<file path="config.mk">
export PLATFORM = sky130hd
export DESIGN_NAME = prog_loader_flat
export DESIGN_NICKNAME = d
export VERILOG_FILES = /design/src/rtl/prog_loader_if.sv /design/src/rtl/prog_loader.sv /design/src/flat_wrapper.sv
export SDC_FILE = /design/constraint.sdc
export NUM_CORES = 1
export LEC_CHECK = 0
export ABC_AREA = 1
export CELL_PAD_IN_SITES_DETAIL_PLACEMENT = 0
export CELL_PAD_IN_SITES_GLOBAL_PLACEMENT = 1
export CORE_MARGIN = 1.5
export CORE_UTILIZATION = 39
export DETAILED_ROUTE_END_ITERATION = 10
export PLACE_DENSITY_LB_ADDON = 0.15
export SLEW_MARGIN = 40
export SYNTH_ARGS = -nofsm -noshare
export SYNTH_HDL_FRONTEND = slang
export SYNTH_SLANG_ARGS = --single-unit
</file>
<file path="constraint.sdc">
create_clock -name clk -period 3.2 [get_ports clk]
set_clock_uncertainty 0.15 [all_clocks]
set_input_delay 0.64 -clock clk [delete_from_list [all_inputs] [get_ports clk]]
set_output_delay 0.64 -clock clk [all_outputs]
set_load 0.005 [all_outputs]
</file>
<file path="src/rtl/prog_loader_if.sv">
// Byte-stream and cache write-port bundle for prog_loader.
// master : byte source (drives in_valid/in_data) that also observes the cache write ports.
// slave  : the loader (accepts bytes, drives in_ready and both cache write ports).
//   in_valid/in_data/in_ready : valid/ready byte stream; a transfer is in_valid && in_ready
//   IData_in/IAddr_in/icache_we : instruction-cache word write port
//   DData_in/DAddr_in/dcache_we : data-cache word write port
interface prog_loader_if;
  logic        in_valid;
  logic [7:0]  in_data;
  logic        in_ready;
  logic [31:0] IData_in;
  logic [31:0] IAddr_in;
  logic        icache_we;
  logic [31:0] DData_in;
  logic [31:0] DAddr_in;
  logic        dcache_we;

  modport master (
    output in_valid, in_data,
    input  in_ready,
    input  IData_in, IAddr_in, icache_we,
    input  DData_in, DAddr_in, dcache_we
  );

  modport slave (
    input  in_valid, in_data,
    output in_ready,
    output IData_in, IAddr_in, icache_we,
    output DData_in, DAddr_in, dcache_we
  );
endinterface

</file>
<file path="src/rtl/prog_loader.sv">
// Boot-time program loader. Decodes framed commands from a byte stream and
// writes instruction/data words into the caches, then raises start on RUN.
// Frame (big-endian): CMD, CNT_HI, CNT_LO, BASE_HI, BASE_LO, CNT x 4-byte words.
//   CMD 'I' (8'h49) -> I-cache, 'D' (8'h44) -> D-cache, 'G' (8'h47) -> run.
// Ports:
//   clk   : rising-edge clock
//   rst   : synchronous active-low reset
//   bus   : prog_loader_if.slave (byte stream in, cache write ports out)
//   start : processor run enable, sticky until reset
//   busy  : a segment is in progress (count/base/word/write phases)
//   error : sticky protocol error
// All outputs are registered.
module prog_loader #(
  parameter int IMEM_DEPTH = 256,
  parameter int DMEM_DEPTH = 256
) (
  input  logic         clk,
  input  logic         rst,
  prog_loader_if.slave bus,
  output logic         start,
  output logic         busy,
  output logic         error
);

  localparam logic [16:0] IMEM_LIM = 17'(IMEM_DEPTH);
  localparam logic [16:0] DMEM_LIM = 17'(DMEM_DEPTH);

  typedef enum logic [3:0] {
    S_IDLE, S_CNT_HI, S_CNT_LO, S_BASE_HI, S_BASE_LO,
    S_WORD, S_WRITE, S_RUN, S_ERROR
  } state_e;

  state_e      state_r;
  logic        tgt_d_r;     // 1: D-cache target, 0: I-cache target
  logic [15:0] cnt_r;
  logic [15:0] base_r;      // [15:8] doubles as BASE_HI holding until BASE_LO arrives
  logic [15:0] k_r;         // word index within the segment
  logic [1:0]  byte_idx_r;
  logic [23:0] asm_r;       // first three bytes; the 4th goes straight to the output

  logic        xfer_s;
  logic [15:0] base_full_s;
  logic [16:0] lim_s;
  logic [15:0] addr_s;

  // Segment must end at or below the depth; 17-bit sum so it never wraps.
  function automatic logic seg_fits(input logic [15:0] base,
                                    input logic [15:0] cnt,
                                    input logic [16:0] lim);
    return (({1'b0, base} + {1'b0, cnt}) <= lim);
  endfunction

  assign xfer_s = bus.in_valid && bus.in_ready;

  // Depth limit of the latched target, full base and current write address.
  always_comb begin
    lim_s       = IMEM_LIM;
    base_full_s = {base_r[15:8], bus.in_data};
    addr_s      = base_r + k_r;
    if (tgt_d_r) begin
      lim_s = DMEM_LIM;
    end else begin
      lim_s = IMEM_LIM;
    end
  end

  // Loader FSM with registered handshake, status and cache write outputs.
  always_ff @(posedge clk) begin
    if (!rst) begin
      state_r       <= S_IDLE;
      tgt_d_r       <= 1'b0;
      cnt_r         <= 16'd0;
      base_r        <= 16'd0;
      k_r           <= 16'd0;
      byte_idx_r    <= 2'd0;
      asm_r         <= 24'd0;
      bus.in_ready  <= 1'b1;
      bus.IData_in  <= 32'd0;
      bus.IAddr_in  <= 32'd0;
      bus.icache_we <= 1'b0;
      bus.DData_in  <= 32'd0;
      bus.DAddr_in  <= 32'd0;
      bus.dcache_we <= 1'b0;
      start         <= 1'b0;
      busy          <= 1'b0;
      error         <= 1'b0;
    end else begin
      bus.icache_we <= 1'b0;
      bus.dcache_we <= 1'b0;
      case (state_r)
        S_IDLE: begin
          if (xfer_s) begin
            case (bus.in_data)
              8'h49: begin
                tgt_d_r <= 1'b0;
                state_r <= S_CNT_HI;
                busy    <= 1'b1;
              end
              8'h44: begin
                tgt_d_r <= 1'b1;
                state_r <= S_CNT_HI;
                busy    <= 1'b1;
              end
              8'h47: begin
                state_r      <= S_RUN;
                start        <= 1'b1;
                bus.in_ready <= 1'b0;
              end
              default: begin
                state_r      <= S_ERROR;
                error        <= 1'b1;
                bus.in_ready <= 1'b0;
              end
            endcase
          end
        end
        S_CNT_HI: begin
          if (xfer_s) begin
            cnt_r[15:8] <= bus.in_data;
            state_r     <= S_CNT_LO;
          end
        end
        S_CNT_LO: begin
          if (xfer_s) begin
            cnt_r[7:0] <= bus.in_data;
            state_r    <= S_BASE_HI;
          end
        end
        S_BASE_HI: begin
          if (xfer_s) begin
            base_r[15:8] <= bus.in_data;
            state_r      <= S_BASE_LO;
          end
        end
        S_BASE_LO: begin
          if (xfer_s) begin
            base_r <= base_full_s;
            if (cnt_r == 16'd0) begin
              state_r <= S_IDLE;
              busy    <= 1'b0;
            end else if (!seg_fits(base_full_s, cnt_r, lim_s)) begin
              state_r      <= S_ERROR;
              error        <= 1'b1;
              busy         <= 1'b0;
              bus.in_ready <= 1'b0;
            end else begin
              state_r    <= S_WORD;
              k_r        <= 16'd0;
              byte_idx_r <= 2'd0;
            end
          end
        end
        S_WORD: begin
          if (xfer_s) begin
            if (byte_idx_r == 2'd3) begin
              // Strobe is registered here so it is high during the WRITE cycle.
              if (tgt_d_r) begin
                bus.DData_in  <= {asm_r, bus.in_data};
                bus.DAddr_in  <= {16'd0, addr_s};
                bus.dcache_we <= 1'b1;
              end else begin
                bus.IData_in  <= {asm_r, bus.in_data};
                bus.IAddr_in  <= {16'd0, addr_s};
                bus.icache_we <= 1'b1;
              end
              byte_idx_r   <= 2'd0;
              state_r      <= S_WRITE;
              bus.in_ready <= 1'b0;
            end else begin
              asm_r      <= {asm_r[15:0], bus.in_data};
              byte_idx_r <= byte_idx_r + 2'd1;
            end
          end
        end
        S_WRITE: begin
          k_r          <= k_r + 16'd1;
          bus.in_ready <= 1'b1;
          if ((k_r + 16'd1) == cnt_r) begin
            state_r <= S_IDLE;
            busy    <= 1'b0;
          end else begin
            state_r <= S_WORD;
          end
        end
        S_RUN: begin
          state_r <= S_RUN;
        end
        S_ERROR: begin
          state_r <= S_ERROR;
        end
        default: begin
          // Unreachable encoding: park safely in ERROR.
          state_r      <= S_ERROR;
          error        <= 1'b1;
          busy         <= 1'b0;
          bus.in_ready <= 1'b0;
        end
      endcase
    end
  end

endmodule

</file>
<file path="src/flat_wrapper.sv">
// flat-port wrapper written by rule: the top's interface ports become plain ports
module prog_loader_flat 
#(
  parameter int IMEM_DEPTH = 256,
  parameter int DMEM_DEPTH = 256
)
  (clk, rst, start, busy, error, bus_in_valid, bus_in_data, bus_in_ready, bus_IData_in, bus_IAddr_in, bus_icache_we, bus_DData_in, bus_DAddr_in, bus_dcache_we);
  prog_loader_if bus_i ();
  input  logic clk;
  input  logic rst;
  output logic start;
  output logic busy;
  output logic error;
  input wire logic [$bits(bus_i.in_valid)-1:0] bus_in_valid;
  input wire logic [$bits(bus_i.in_data)-1:0] bus_in_data;
  output wire logic [$bits(bus_i.in_ready)-1:0] bus_in_ready;
  output wire logic [$bits(bus_i.IData_in)-1:0] bus_IData_in;
  output wire logic [$bits(bus_i.IAddr_in)-1:0] bus_IAddr_in;
  output wire logic [$bits(bus_i.icache_we)-1:0] bus_icache_we;
  output wire logic [$bits(bus_i.DData_in)-1:0] bus_DData_in;
  output wire logic [$bits(bus_i.DAddr_in)-1:0] bus_DAddr_in;
  output wire logic [$bits(bus_i.dcache_we)-1:0] bus_dcache_we;
  assign bus_i.in_valid = bus_in_valid;
  assign bus_i.in_data = bus_in_data;
  assign bus_in_ready = bus_i.in_ready;
  assign bus_IData_in = bus_i.IData_in;
  assign bus_IAddr_in = bus_i.IAddr_in;
  assign bus_icache_we = bus_i.icache_we;
  assign bus_DData_in = bus_i.DData_in;
  assign bus_DAddr_in = bus_i.DAddr_in;
  assign bus_dcache_we = bus_i.dcache_we;
  prog_loader #(.IMEM_DEPTH(IMEM_DEPTH), .DMEM_DEPTH(DMEM_DEPTH)) u_core (.clk(clk), .rst(rst), .bus(bus_i), .start(start), .busy(busy), .error(error));
endmodule
</file>
# Yosys cells after proc, flatten, opt, wreduce, memory -nomap -nowiden
# Cells that the tools add are included.
# W data, S select, Z words.
# op_classes
addsub,4
n_lt_le_gt_ge,1
eq_ne,28
n_mux,47
n_bitwise,6
reduce_logical,27
# ops
cell,n
$mux W16,3
$mux W4,9
$pmux W16 S2,1
$pmux W4 S8,1
$eq A8 B7 Y1 const B,3
$mux W1,19
$ne A2 B1 Y1 const B,9
$add A16 B16 Y17,1
$le A17 B9 Y1 const B,1
$add A16 B1 Y16 const B,1
$add A16 B16 Y16,1
$eq A16 B16 Y1,1
$eq A4 B3 Y1 const B,4
$logic_not A16 Y1,1
$pmux W8 S2,1
$reduce_and A4 Y1,4
$reduce_and A3 Y1,4
$reduce_and A6 Y1,2
$mux W2,5
$ne A2 B2 Y1 const B,5
$eq A4 B2 Y1 const B,2
$mux W8,1
$pmux W4 S2,1
$reduce_and A8 Y1,1
other kinds (23),32
# word_totals
register_bits,181
input_bits,11
wordCells,132

# Logic depth before layout (Yosys ltp)
# Gate-level depths: netlist of the first run.
# depth
ltp_word,6
ltp_mapped,19

# Worst setup path before layout of the first run
# Ideal clock, no wire load.
# synth_path
path_kind,input-to-reg
from,input port bus_in_data[0]
to,register u_core.k_r[10]
setup_ns,0.139
t_arrival_ns,2.504
t_required_ns,2.911
path_slack_ns,0.407
path_stages,17
n_path_buf,1
cell_sequence,ha_1 -> fa_1 -> nand3_1 -> nand3_2 -> nand2_1 -> nand2_1 -> nand2_1 -> nand2_1 -> nor2_1 -> nand2_1 -> nand2_1 -> nand2_2 -> nor2_4 -> nand3_4 -> buf_6 -> nand3_2 -> a21oi_2
# synth_between
elab_chain_len,4
# synth_rtl
element,line_no,source
from (decl),flat_wrapper.sv:15,input wire logic [$bits(bus_i.in_data)-1:0] bus_in_data;
$add A16 B16 Y17,prog_loader.sv:50,"return (({1'b0, base} + {1'b0, cnt}) <= lim);"
$le A17 B9 Y1,prog_loader.sv:50,
$ne A2 B1 Y1 (no line),-,
$reduce_and A4 Y1 (no line),-,
to (signal assigned),prog_loader.sv:176,k_r <= k_r + 16'd1;
to (decl),prog_loader.sv:37,logic [15:0] k_r;
# No other way between the ends.
# A chain may end at the register's enable or synchronous reset.

# Worst setup path in the final report of the first run
# layout_path
from,input port bus_in_data[0]
to,register u_core.byte_idx_r[1]
# layout_between
elab_chain_len,4
# layout_rtl
element,line_no,source
$add A16 B16 Y17,prog_loader.sv:50,
$le A17 B9 Y1,prog_loader.sv:50,
$ne A2 B1 Y1 (no line),-,
$reduce_and A5 Y1 (no line),-,
to (signal assigned),prog_loader.sv:171,byte_idx_r <= byte_idx_r + 2'd1;
to (decl),prog_loader.sv:38,logic [1:0] byte_idx_r;
# No other way between the ends.

==> reports/metrics.yaml, run 1 <==
status: "finished, final reports clean"
cts.htree.levels: 4
cts_max_path_buffers: 2
hold_class: "register to register"
hold_buffers: 0
core-area_sq_mm: 0.02425
clk_pin_slew_worst_paths_ps: 80
seq_area_frac_synth_pct: 37.75
tns_ps: 0
synth_top_area_share_pct: 37.75
cp-start-kind: "primary input"
worstHoldPathCells: 2
yosys_warnings: 0
synth.area.mux_share_pct: 0
ys_ff_latch: 181
peakVddDrop_mv: 0.3022
initial_utilization_pct: 39.58
antenna_found_initial: 0
grt_pass1_wl_um: 46200
power_density_mw_per_mm2: 404.1
cts_made_buffers: 17
row_count: 57
timing.hold.ws_ps: 323.1
reg2reg_slack_ps: 330
grtUsageTotal_pct: 22.62
grt_max_degree: 137
critPathMaxFanout: 4
post_cts_buffers: 0
post_cts_resized: 0
critPathRequiredTime_ps: 3380
p_leak_nw: 5.364
hold_violations: 0
yosys.area_share.simple_pct: 29.01
finalMaxSlewViolations: 0
vias: 9100
routed_wl_um: 28850
critPathKind: "primary input to register"
fin_nets: 1549
rsz0062_at_grt: "no"
cts_tree: "built"
dpl_worst_slack_ps: -287.7
die_h_um: 159.9
finalCritPeriodShare_pct: 91.82
tightest_slew_ps: 641.3
synth_top_family_by_area: "simple AND/OR/NAND/NOR gates"
fin_ws_ps: 261.9
port_buffers: 112
drc: 0
hpwlAfterDp_um: 20830
worst_ep_arrival_time_ps: 3120
dp_cells: 1808
synth-compound-area-share_pct: 16.09
synth_xor_area_share_pct: 1.786
area_growth_syn_to_layout_pct: 22.50
timing.rr.start: "u_core.k_r[0]"
cap_violations: 0
period_needed_ps: 2938
placed_area_sq_mm: 0.01109
gr-total-overflow: 0
gp_congestion: 0.8756
hp-start: "u_core.base_r[7]"
grt_pass1_vias: 8603
drive_gt1_share_pct: 8.773
post_synth_fa_ha_maj_area_fraction_pct: 4.719
yosysTopAreaCell: "dfxtp_1"
r2r-end: "u_core.bus.IAddr_in[12]"
finalNonFillerCells: 1840
setup_viol: 0
routed_via_density: 4.946
ios: 145
relSlewSlack_pct: 57.18
worstSetupEndpointType: "register"
ys_types: 43
fmaxAchievable_mhz: 340.4
syn-instance-count: 1390
drt_pass1_iterations: 6
wl_per_cell_um: 15.68
finalInstanceArea_sq_mm: 0.01176
r2r_cells: 12
clk-insertion-delay-late_ps: 430
cts.sinks: 181
antenna_cells: 0
clockRootBuffer: "clkbuf_16"
die-area_sq_mm: 0.02556
drt_iter0_drc: 665
avgSynthCellArea_sq_um: 6.905
ant_nets: 0
hold_path_end: "u_core.base_r[7]"
fp.dieW_um: 159.9
synthesis.area_sq_mm: 0.009598
synth.area.top_cells: "dfxtp_1 (38%), nand2_1 (9.5%), nor2_1 (9.0%), o21ai_0 (7.2%), inv_1 (5.5%)"
setup.worst_path.start: "bus_in_data[0]"
## cell families after synthesis
| logic type | after synthesis |
|---|---|
| AO/OA/AOI/OAI | 286 |
| XOR/XNOR | 18 |
| adder cells (fa/ha/maj) | 35 |
| buffers and inverters | 230 |
| flip-flops | 181 |
| other | 1 |
| AND/OR/NAND/NOR | 639 |
## synth_stat cells (all sizes together)
master  instances
nor3b           1
inv           143
fa              2
o21a            1
xnor2           5
nand3         102
ha             33
o31ai           2
nand3b          7
o21ai         142
nor2          239
nand2         256
a21oi         115
and2            4
and3            1
o211ai         10
conb            1
or2             4
xnor3           1
nor4            6
nand4          15
o21bai          8
a21boi          1
clkbuf         36
buf            51
nor3            4
a21o            2
xor2           12
a211oi          2
dfxtp         181
a31o            1
a31oi           2
## routing by layer
layer | wire, um | vias to the layer above | track usage (%)
met3 | 1386 | 25 | 4.312
met4 | 425 | 0 | 6.117
met1 | 13860 | 4215 | 30.69
met2 | 13180 | 173 | 36.78
li1 | - | 4687 | -
met5 | 0 | - | 0
## power by group
| group | internal (mW) | switching [mW] |
|---|---|---|
| sequential | 2.26 | 0.00607 |
| combinational | 0.0709 | 0.143 |
| clock | 1.16 | 1.11 |
## through the flow
| stage | total power [mW] | utilization [%] |
|---|---|---|
| 6_report | 4.752 | 48.49 |
| 5_1_grt | 4.904 | 48.49 |
| 4_1_cts | 4.780 | 48.47 |
| 3_5_place_dp | 2.528 | 45.75 |
| 3_3_place_gp | 2.530 | 45.75 |
| 2_1_floorplan | 2.463 | - |
## flip-flops by register name (all words and copies together) (netlist names)
signal,cells
u_core.asm_r,24
u_core.bus.in_ready,1
u_core.k_r,16
u_core.byte_idx_r,2
u_core.cnt_r,16
u_core.tgt_d_r,1
u_core.bus.dcache_we,1
u_core.error,1
u_core.busy,1
u_core.bus.icache_we,1
u_core.state_r,4
u_core.bus.DAddr_in,16
u_core.base_r,16
u_core.start,1
u_core.bus.IAddr_in,16
u_core.bus.IData_in,32
u_core.bus.DData_in,32
## layout make-up
class / count / area (sq um)
clock buffer: 17 / 425.4
clock inverter: 15 / 232.7
fill: 2474 / 12490
inverter: 143 / 536.8
multi-input combinational: 1010 / 5092
sequential: 181 / 3623
tap: 324 / 405.4
timing repair buffer: 150 / 1441
## critical path, cell delays in order
cell	delay, ps
clkdlybuf4s50_1	510
ha_2	210
fa_2	440
nor2_1	100
o21ai_0	100
a21oi_1	130
nand2_1	70
nor2_1	90
nand2_1	80
nand2_1	80
nand2_2	80
nor2_4	140
buf_4	120
nand2_2	60
nand2_2	110
nand3_1	70
nand2_1	70
nor2_1	40
## placed cells by master, fill, tap and decap left out, types with 15 or more instances in the layout
master and count:
nand3_1 87, clkdlybuf4s50_1 111, clkbuf_16 17, dfxtp_1 181, nand2_1 242, o21ai_0 138
buf_4 36, ha_1 32, nand4_1 15, inv_1 140, conb_1 32, nor2_1 227
a21oi_1 104
## worst max path at each step
stage	slack [ps]	endpoint	depth (start not counted)
2_1_floorplan	410	u_core.k_r[10]	17
3_3_place_gp	-250	u_core.byte_idx_r[0]	20
3_5_place_dp	-290	u_core.byte_idx_r[1]	20
4_1_cts	150	u_core.byte_idx_r[1]	20
5_1_grt	10	u_core.byte_idx_r[1]	20
6_report	260	u_core.byte_idx_r[1]	18
(Power assumes the default switching activity.)
==> inputs of run 2 (changes only) <==
Settings changed: HOLD_SLACK_MARGIN set to 0.06.
==> results of run 2 <==
No change in the layout: final DEF, timing and power equal those of run 1.
